`src/rtl/boreal_vns_scheduler.sv`:
```
// VNS stimulation request scheduler: arbitrates reward/manual requests onto one stim channel,
// applying soft-start ramp, minimum trigger gap, per-window dose cap and inhibit/fault holds.
module boreal_vns_scheduler #(
  parameter int unsigned TICK_DIV    = 100000,
  parameter int unsigned MIN_GAP_MS  = 100,
  parameter int unsigned WIN_MS      = 1000,
  parameter int unsigned MAX_PER_WIN = 16,
  parameter int unsigned RAMP_STEP   = 20
) (
  input  logic       clk,
  input  logic       rst_n,
  input  logic       enable,
  input  logic       req_reward,
  input  logic       req_manual,
  input  logic [7:0] target_intensity,
  input  logic [7:0] manual_intensity,
  input  logic       ad_guard_active,
  input  logic       t_wave_inhibit,
  input  logic       stim_busy,
  output logic       trig_out,
  output logic [7:0] intensity_out,
  output logic [1:0] grant_src,
  output logic       busy,
  output logic       cap_hit,
  output logic [7:0] drop_cnt
);

  localparam int unsigned TW = (TICK_DIV > 1) ? $clog2(TICK_DIV) : 1;
  localparam int unsigned WW = (WIN_MS > 1) ? $clog2(WIN_MS) : 1;
  localparam int unsigned GW = $clog2(MIN_GAP_MS + 1);
  localparam int unsigned CW = $clog2(MAX_PER_WIN + 1);

  localparam logic [TW-1:0] TickLast = TW'(TICK_DIV - 1);
  localparam logic [WW-1:0] WinLast  = WW'(WIN_MS - 1);
  localparam logic [GW-1:0] GapMin   = GW'(MIN_GAP_MS);
  localparam logic [CW-1:0] CapMax   = CW'(MAX_PER_WIN);
  localparam logic [8:0]    RampInc  = 9'(RAMP_STEP);

  localparam logic [1:0] StIdle = 2'd0;
  localparam logic [1:0] StHold = 2'd1;
  localparam logic [1:0] StFire = 2'd2;
  localparam logic [1:0] StGap  = 2'd3;

  logic [1:0]    state_q, state_d;
  logic [TW-1:0] tick_cnt_q, tick_cnt_d;
  logic [WW-1:0] win_cnt_q, win_cnt_d;
  logic [GW-1:0] gap_cnt_q, gap_cnt_d;
  logic [CW-1:0] grant_cnt_q, grant_cnt_d;
  logic          pend_rew_q, pend_rew_d;
  logic          pend_man_q, pend_man_d;
  logic [7:0]    ramp_q, ramp_d;
  logic [7:0]    intensity_q, intensity_d;
  logic [1:0]    src_q, src_d;
  logic [7:0]    drop_q, drop_d;

  logic       tick, win_wrap, flush, pend_any, gap_done, grant, grant_rew, grant_man;
  logic       drop_rew, drop_man, set_rew, set_man;
  logic [8:0] ramp_sum, drop_sum;
  logic [7:0] ramp_next;

  assign tick     = (tick_cnt_q == TickLast);
  assign win_wrap = tick && (win_cnt_q == WinLast);
  assign flush    = ad_guard_active || !enable;
  assign pend_any = pend_rew_q || pend_man_q;
  assign gap_done = (gap_cnt_q >= GapMin);
  assign cap_hit  = (grant_cnt_q == CapMax);

  always_comb begin
    state_d = state_q;
    grant   = 1'b0;
    unique case (state_q)
      StIdle: begin
        if (!flush && pend_any) begin
          if (t_wave_inhibit) begin
            state_d = StHold;
          end else if (!cap_hit && !stim_busy) begin
            state_d = StFire;
            grant   = 1'b1;
          end
        end
      end
      StHold:  if (flush || !t_wave_inhibit) state_d = StIdle;
      StFire:  state_d = flush ? StIdle : StGap;
      // A fault lets the gap run out; only disabling the scheduler abandons it.
      StGap:   if (!enable || (gap_done && !stim_busy)) state_d = StIdle;
      default: state_d = StIdle;
    endcase
  end

  assign grant_man = grant && pend_man_q;
  assign grant_rew = grant && !pend_man_q;

  always_comb begin
    drop_rew   = req_reward && (!enable || (!ad_guard_active && (pend_rew_q || cap_hit)));
    drop_man   = req_manual && (!enable || (!ad_guard_active && (pend_man_q || cap_hit)));
    set_rew    = req_reward && !flush && !pend_rew_q && !cap_hit;
    set_man    = req_manual && !flush && !pend_man_q && !cap_hit;
    pend_rew_d = flush ? 1'b0 : ((pend_rew_q && !grant_rew) || set_rew);
    pend_man_d = flush ? 1'b0 : ((pend_man_q && !grant_man) || set_man);
    drop_sum   = {1'b0, drop_q} + {8'd0, drop_rew} + {8'd0, drop_man};
    drop_d     = drop_sum[8] ? 8'hff : drop_sum[7:0];
  end

  always_comb begin
    ramp_sum    = {1'b0, ramp_q} + RampInc;
    ramp_next   = (ramp_sum > {1'b0, target_intensity}) ? target_intensity : ramp_sum[7:0];
    ramp_d      = ramp_q;
    intensity_d = intensity_q;
    src_d       = src_q;
    if (flush) begin
      ramp_d = 8'd0;
    end else if (grant_rew) begin
      ramp_d      = ramp_next;
      intensity_d = ramp_next;
      src_d       = 2'b01;
    end else if (grant_man) begin
      intensity_d = manual_intensity;
      src_d       = 2'b10;
    end
  end

  always_comb begin
    tick_cnt_d = tick ? '0 : tick_cnt_q + 1'b1;
    win_cnt_d  = win_cnt_q;
    if (tick) win_cnt_d = win_wrap ? '0 : win_cnt_q + 1'b1;
    grant_cnt_d = win_wrap ? CW'(grant) : grant_cnt_q + CW'(grant);
    gap_cnt_d   = gap_cnt_q;
    if (!enable || grant) begin
      gap_cnt_d = '0;
    end else if (state_q == StGap && tick && !gap_done) begin
      gap_cnt_d = gap_cnt_q + 1'b1;
    end
  end

  always_ff @(posedge clk or negedge rst_n) begin
    if (!rst_n) begin
      state_q     <= StIdle;
      tick_cnt_q  <= '0;
      win_cnt_q   <= '0;
      gap_cnt_q   <= '0;
      grant_cnt_q <= '0;
      pend_rew_q  <= 1'b0;
      pend_man_q  <= 1'b0;
      ramp_q      <= 8'd0;
      intensity_q <= 8'd0;
      src_q       <= 2'b00;
      drop_q      <= 8'd0;
    end else begin
      state_q     <= state_d;
      tick_cnt_q  <= tick_cnt_d;
      win_cnt_q   <= win_cnt_d;
      gap_cnt_q   <= gap_cnt_d;
      grant_cnt_q <= grant_cnt_d;
      pend_rew_q  <= pend_rew_d;
      pend_man_q  <= pend_man_d;
      ramp_q      <= ramp_d;
      intensity_q <= intensity_d;
      src_q       <= src_d;
      drop_q      <= drop_d;
    end
  end

  assign trig_out      = (state_q == StFire) && !ad_guard_active;
  assign intensity_out = intensity_q;
  assign grant_src     = src_q;
  assign busy          = (state_q != StIdle);
  assign drop_cnt      = drop_q;

endmodule
```
`config.mk`:
```
export PLATFORM = sky130hd
export DESIGN_NAME = boreal_vns_scheduler
export DESIGN_NICKNAME = d
export VERILOG_FILES = /design/src/rtl/boreal_vns_scheduler.sv
export SDC_FILE = /design/constraint.sdc
export NUM_CORES = 1
export LEC_CHECK = 0
export ABC_AREA = 1
export CAP_MARGIN = 0
export CORE_UTILIZATION = 53
export CTS_BUF_LIST = sky130_fd_sc_hd__clkbuf_2 sky130_fd_sc_hd__clkbuf_4 sky130_fd_sc_hd__clkbuf_8
export DETAILED_ROUTE_END_ITERATION = 6
export HOLD_SLACK_MARGIN = 0.02
export PLACE_DENSITY = 0.88
export SYNTH_ARGS = -nofsm -noshare
export SYNTH_HDL_FRONTEND = slang
export SYNTH_SLANG_ARGS = --single-unit
```
`constraint.sdc`:
```
create_clock -name clk -period 2.3 [get_ports clk]
set_clock_uncertainty 0.05 [all_clocks]
set_input_delay 0.46 -clock clk [delete_from_list [all_inputs] [get_ports clk]]
set_output_delay 0.46 -clock clk [all_outputs]
set_load 0.02 [all_outputs]
```
## Yosys cells after proc, flatten, opt, wreduce, memory -nomap -nowiden

Cells that the tools add are included.

- Memories kept: 0
- Memory bits (read-only): 0
- Register bits: 69
- Bits in latches: 0
- Bits of input ports: 24
- Output and inout port bits: 21
- RAM bits: 0
- Word-level logic and storage cells: 107

- $mul: 0
- Shifts and indexed selects: 0
- Reductions and logical operators: 50
- $add $sub $neg: 7
- Divide/modulo/power cells: 0
- Eq/ne operators: 10
- Bitwise operators: 1
- Magnitude comparators: 2
- Muxes and demuxes: 26

Operator list:

| cell | count |
|---|---|
| 8-bit two-way mux | 6 |
| 1-bit logical AND | 21 |
| 17-bit by 1-bit adder with 17-bit output (second input constant) | 1 |
| 17-bit == test (second input constant) | 1 |
| 17-bit two-way mux | 1 |
| 2-bit two-way mux | 8 |
| 7-bit two-way mux | 2 |
| 1-bit zero test | 11 |
| 1-bit logical OR | 11 |
| 10-bit by 1-bit adder with 10-bit output (second input constant) | 1 |
| 10-bit == test (second input constant) | 1 |
| 10-bit two-way mux | 1 |
| 8-bit by 1-bit adder with 9-bit output | 1 |
| 8-bit by 5-bit adder with 9-bit output (second input constant) | 1 |
| 9-bit by 1-bit adder with 9-bit output | 1 |
| 9-bit by 8-bit > comparator with 1-bit output | 1 |
| 2-bit one-hot mux with 4 select lines | 1 |
| 2-bit nonzero test | 4 |
| 7-bit by 1-bit adder with 7-bit output (second input constant) | 1 |
| 7-bit greater-or-equal comparator (second input constant) | 1 |
| 1-bit two-way mux | 6 |
| 2-bit inequality test (second input constant) | 3 |
| 5-bit by 1-bit adder with 5-bit output | 1 |
| 5-bit == test (second input constant) | 1 |
| other kinds (8) | 9 |

## Longest topological paths before layout

- Depth after elaboration: 12
- Depth in mapped cells: 16
- Depth with buffers taken out: 16

## Least setup slack after synthesis

No wires, ideal clock.

- Path kind: register -> register
- From: register grant_cnt_q[2]
- To: register drop_q[2] (netlist: drop_cnt[2])
- Period minus slack after synthesis: 2.389 ns
- Library setup time: 0.083 ns
- Required time: 2.167 ns
- Path slack: -0.089 ns
- Stages on the path, launching flop included: 14
- Data arrival time: 2.256 ns
- Cells stage by stage: dfrtp_1 > nor2_1 > nand3_1 > nand2_1 > inv_1 > o21ai_0 > nand2_1 > fa_1 > inv_1 > ha_1 > nand2_1 > nor4_1 > nand2_1 > o21ai_0

- Cells in the longest elaborated chain, start to end: 8

Ends and longest elaborated chain:

| element | line | RTL |
|---|---|---|
| start: declaration | 48 | `logic [CW-1:0] grant_cnt_q, grant_cnt_d;` |
| start signal: assignment | 153 | `grant_cnt_q <= grant_cnt_d;` |
| 5-bit == test * | 66 | `assign cap_hit = (grant_cnt_q == CapMax);` |
| 1-bit logical OR | 94 | `drop_rew = req_reward && (!enable \|\| (!ad_guard_active && (pend_rew_q \|\| cap_hit)));` |
| 1-bit logical AND | 94 |  |
| 1-bit logical OR | 94 |  |
| 1-bit logical AND | 94 |  |
| 8-bit by 1-bit adder with 9-bit output | 100 | `drop_sum = {1'b0, drop_q} + {8'd0, drop_rew} + {8'd0, drop_man};` |
| 9-bit by 1-bit adder with 9-bit output * | 100 |  |
| 8-bit two-way mux * | 101 | `drop_d = drop_sum[8] ? 8'hff : drop_sum[7:0];` |
| net drop_d[2] | 54 | `logic [7:0] drop_q, drop_d;` |
| end signal: assignment | 159 | `drop_q <= drop_d;` |
| end: declaration | 54 |  |

Mark *: on every way through the listed nets, which the timed path passes. The rest lies on a longest branch.
A chain may end at the register's enable or synchronous reset.

## Worst setup path in the final report

- From: register ramp_q[2]
- To: register ramp_q[1]

- Cells in the longest elaborated chain, start to end: 5

Ends and longest elaborated chain:

| element | line | RTL |
|---|---|---|
| start: declaration | 51 | `logic [7:0] ramp_q, ramp_d;` |
| start signal: assignment | 156 | `ramp_q <= ramp_d;` |
| 8-bit by 5-bit adder with 9-bit output | 105 | `ramp_sum = {1'b0, ramp_q} + RampInc;` |
| 9-bit by 8-bit > comparator with 1-bit output | 106 | `ramp_next = (ramp_sum > {1'b0, target_intensity}) ? target_intensity : ramp_sum[7:0];` |
| 8-bit two-way mux | 106 |  |
| 8-bit two-way mux | 112 | `end else if (grant_rew) begin` |
| 8-bit two-way mux | 110 | `if (flush) begin` |

Every way passes these cells. The select of a mux whose other input is x is not followed.

==> summary.md <==
| Metric | Value |
|---|---|
| Placeable core area | 7253 µm² |
| Number of ports placed on the die boundary | 45 |
| Type of the worst min-delay path | in2async |
| Number of inserted filler cells in the final layout | 432 |
| Violated checks | setup timing |
| Overflow after GRT | 0 |
| Placed Cells | 673 |
| Maximum buffer depth of the clock tree | 2 |
| Total clock sinks | 69 |
| Tightest Pin Transition | 0.5031 ns |
| Die extent in x | 88.71 µm |
| Result of the run | complete, but fails checks |
| Starting DRT DRC Count | 521 |
| Cell Pwr Density | 707.3 nW/µm² |
| Post-layout instance count excluding filler cells | 699 |
| Synth unique cells | 37 |
| Area post-placement | 4797 µm² |
| Input/output buffers | 44 |
| Via count normalized by instance count | 5.946 |
| Number of warning messages in the yosys log | 0 |
| Post-place setup slack | -0.2623 ns |
| Adder-Cell Fraction of Synth Area | 5.526% |
| Initial Util | 54.94% |
| Flop-to-flop setup slack | -0.27 ns |
| Power, Total | 3.849 mW |
| Final Hold Viols | 0 |
| IR Drop Worst-Case VDD | 0.8074 mV |
| Worst Path Max Fanout | 5 |
| Crit Path Category | reg2reg |
| Synth area leader | dfrtp_1 |
| Cell leakage power | 2.601 nW |
| Proportion of layout cells with a drive suffix above 1 | 23.83% |
| Final setup slack of the worst path | -0.2683 ns |
| Arrival time worst endpoint | 2.75 ns |
| MaxCap Viol Count | 0 |
| Placer Congestion | 0.8959 |
| # DRC | 0 |
| Max_slew headroom | 66.15% |
| Xor/xnor share of the synthesized area | 4.176% |
| Worst setup startpoint | ramp_q[2]$_DFFE_PN0P_ |
| Later-pin clock latency in the skew report | 0.36 ns |
| Multi-input combinational cell area | 2228 µm² |
| Detailed placement HPWL | 6984 µm |
| Startpoint of the most critical register-to-register path | ramp_q[2]$_DFFE_PN0P_ |
| Timing-limited maximum frequency | 389.4 MHz |
| Worst-case reg-to-reg path depth | 16 |
| Number of placement rows | 31 |
| Commonest cells after routing, fill and taps aside | nand2_1, inv_1, dfrtp_1, nor2_1, clkdlybuf4s50_1 |
| Register area share after synthesis | 43.33% |
| Hold-fix buffer count after cts | 0 |
| Share of cell area taken by muxes after synthesis | 0% |
| Worst-path clk slew | 0.08 ns |
| Root buf cell | clkbuf_8 |
| Worst R2R End | ramp_q[1]$_DFFE_PN0P_ |
| Post-Syn Instances | 502 |
| Wire length of the first global-routing pass | 17,620 µm |
| Number of global-route vias before repair | 3,852 |
| Total routing resource utilization after global routing | 29.44% |
| Data required time of the worst path | 2.48 ns |
| Category of the worst setup path capture point | flip-flop |
| Largest net degree at the start of global routing | 70 |
| WL per Instance | 18.22 µm |
| Total length of routed wires | 12,740 µm |
| Via count | 4,156 |
| Post-layout net count | 636 |
| Summed instance area of the synthesized netlist | 3985 µm² |
| Top post-synthesis cells by area | dfrtp_1, nand2_1, inv_1 |
| Number of antenna violations at the first check in global routing | 0 |
| Synth Area in Compound Gates | 10.24% |
| Worst setup path endpoint | ramp_q[1]$_DFFE_PN0P_ |
| Final worst path period need | 2.568 ns |
| Final instance area | 5443 µm² |
| Post-detailed-route count of antenna-violating nets | 0 |
| Setup repair after global routing missed its margin | yes |
| Simple logic cell fraction of the synthesized area | 27.63% |
| Number of clock buffers inserted by TritonCTS | 9 |
| Avg Inst Size Synth | 7.938 µm² |
| Post-route setup TNS | -4.078 ns |
| CTS tree | yes |
| Yosys reg bits | 69 |
| Number of nets produced by synthesis | 543 |
| Die height | 88.71 µm |
| Number of H-tree branching levels | 3 |
| Largest family of logic cells by synthesized area | simple AND/OR/NAND/NOR gates |
| Most frequent standard cell in the layout excluding fill and tap cells | nand2_1 |
| Final-report setup violation count | 23 |
| Area grow syn2layout | 36.58% |
| ANT cells | 0 |
| Count of final max-slew check failures | 0 |
| Die area | 7869 µm² |
| Drt first pass iters | 6 |
| CP startpoint kind | flip-flop |
| Total area of sequential cells | 1727 µm² |
| Final critical-path share of the clock period | 111.7% |
| Share of Yosys cell area claimed by the top area cell type | 43.33% |
[through the flow]
stage / util (%) / hold slack (ns)
after global routing: 75.04 / 0.08008
after CTS: 71.36 / 0.07928
after detailed placement: 66.14 / 0.4326
after floorplan: - / 0.1144
final: 75.04 / 0.05208
after global placement: 66.14 / 0.4187
[cell type report]
cell class	instances	area share, %
multi-input cells	342	40.94
flip-flops and latches	69	31.72
well taps	99	2.276
clock inverters	7	2.092
inverters	86	6.069
clock buffers	9	2.276
repair buffers	87	14.62
[sequential cells by signal (all words and copies together), names as in the netlist]
name / flops
tick_cnt_q: 17
ramp_q: 8
pend_man_q: 1
win_cnt_q: 10
grant_src: 2
intensity_out: 8
pend_rew_q: 1
state_q: 2
grant_cnt_q: 5
gap_cnt_q: 7
drop_cnt: 8
[worst max-delay path: stages, from the launching register on]
cell,delay (ns)
dfrtp_1,0.44
ha_4,0.20
xor2_2,0.24
inv_2,0.09
ha_4,0.28
nand2_2,0.07
inv_1,0.09
nand2_1,0.10
nand3_2,0.10
nand2_1,0.06
nand2_1,0.07
nand2_2,0.07
nand2_4,0.14
buf_6,0.13
nand3_1,0.09
nand3_2,0.11
o21ai_0,0.11
[how the worst min path moves through the flow]
stage / from / endpoint / slack (ns)
after floorplan: rst_n / drop_cnt[0]$_DFF_PN0_ / 0.11
after global placement: grant_src[0]$_DFFE_PN0P_ / grant_src[0]$_DFFE_PN0P_ / 0.42
after detailed placement: grant_src[0]$_DFFE_PN0P_ / grant_src[0]$_DFFE_PN0P_ / 0.43
after CTS: rst_n / intensity_out[3]$_DFFE_PN0P_ / 0.08
after global routing: rst_n / ramp_q[0]$_DFFE_PN0P_ / 0.08
final: rst_n / tick_cnt_q[13]$_DFF_PN0_ / 0.05
[cell usage after synthesis, drive strengths merged]
library cell    n
or2             1
a31o            1
nor3           16
nand4          12
nor4            5
nand3b          2
dfrtp          69
nor2           54
xnor2           5
a31oi           1
xor2           14
o21ai          31
buf             5
fa              1
nand2         100
o41ai           2
o221ai          1
o31ai           3
clkinv          1
nand3          43
a21oi          34
ha             16
inv            85
[where the power goes]
part / switching, mW / internal (mW) / total (mW)
clock: 0.503 / 0.716 / 1.22
sequential: 0.145 / 1.37 / 1.52
combinational: 0.615 / 0.498 / 1.11
total: 1.26 / 2.59 / 3.85
[cell families (layout without fill, tap and decap cells)]
| family | after synthesis | count (layout) |
|---|---|---|
| compound gates | 73 | 73 |
| fa+ha+maj | 17 | 17 |
| xor+xnor | 19 | 19 |
| buf+inv | 91 | 189 |
| flops | 69 | 69 |
| simple gates | 233 | 233 |
[routing by layer]
layer | vias to the layer above | wire [µm] | GRT usage (%)
met4 | 0 | 556 | 14.96
met3 | 71 | 1101 | 5.877
met2 | 320 | 6376 | 50.00
met1 | 1951 | 4705 | 35.65
li1 | 1814 | - | -
met5 | - | 0 | 0
[timing repair]
item,CTS,global route
endpoints found under the hold margin,0,0
setup endpoints to repair,26,24
pin swaps,18,18
gates resized for setup,26,49
buffers inserted,5,5
Note: power is estimated with default switching activity, not from simulation.
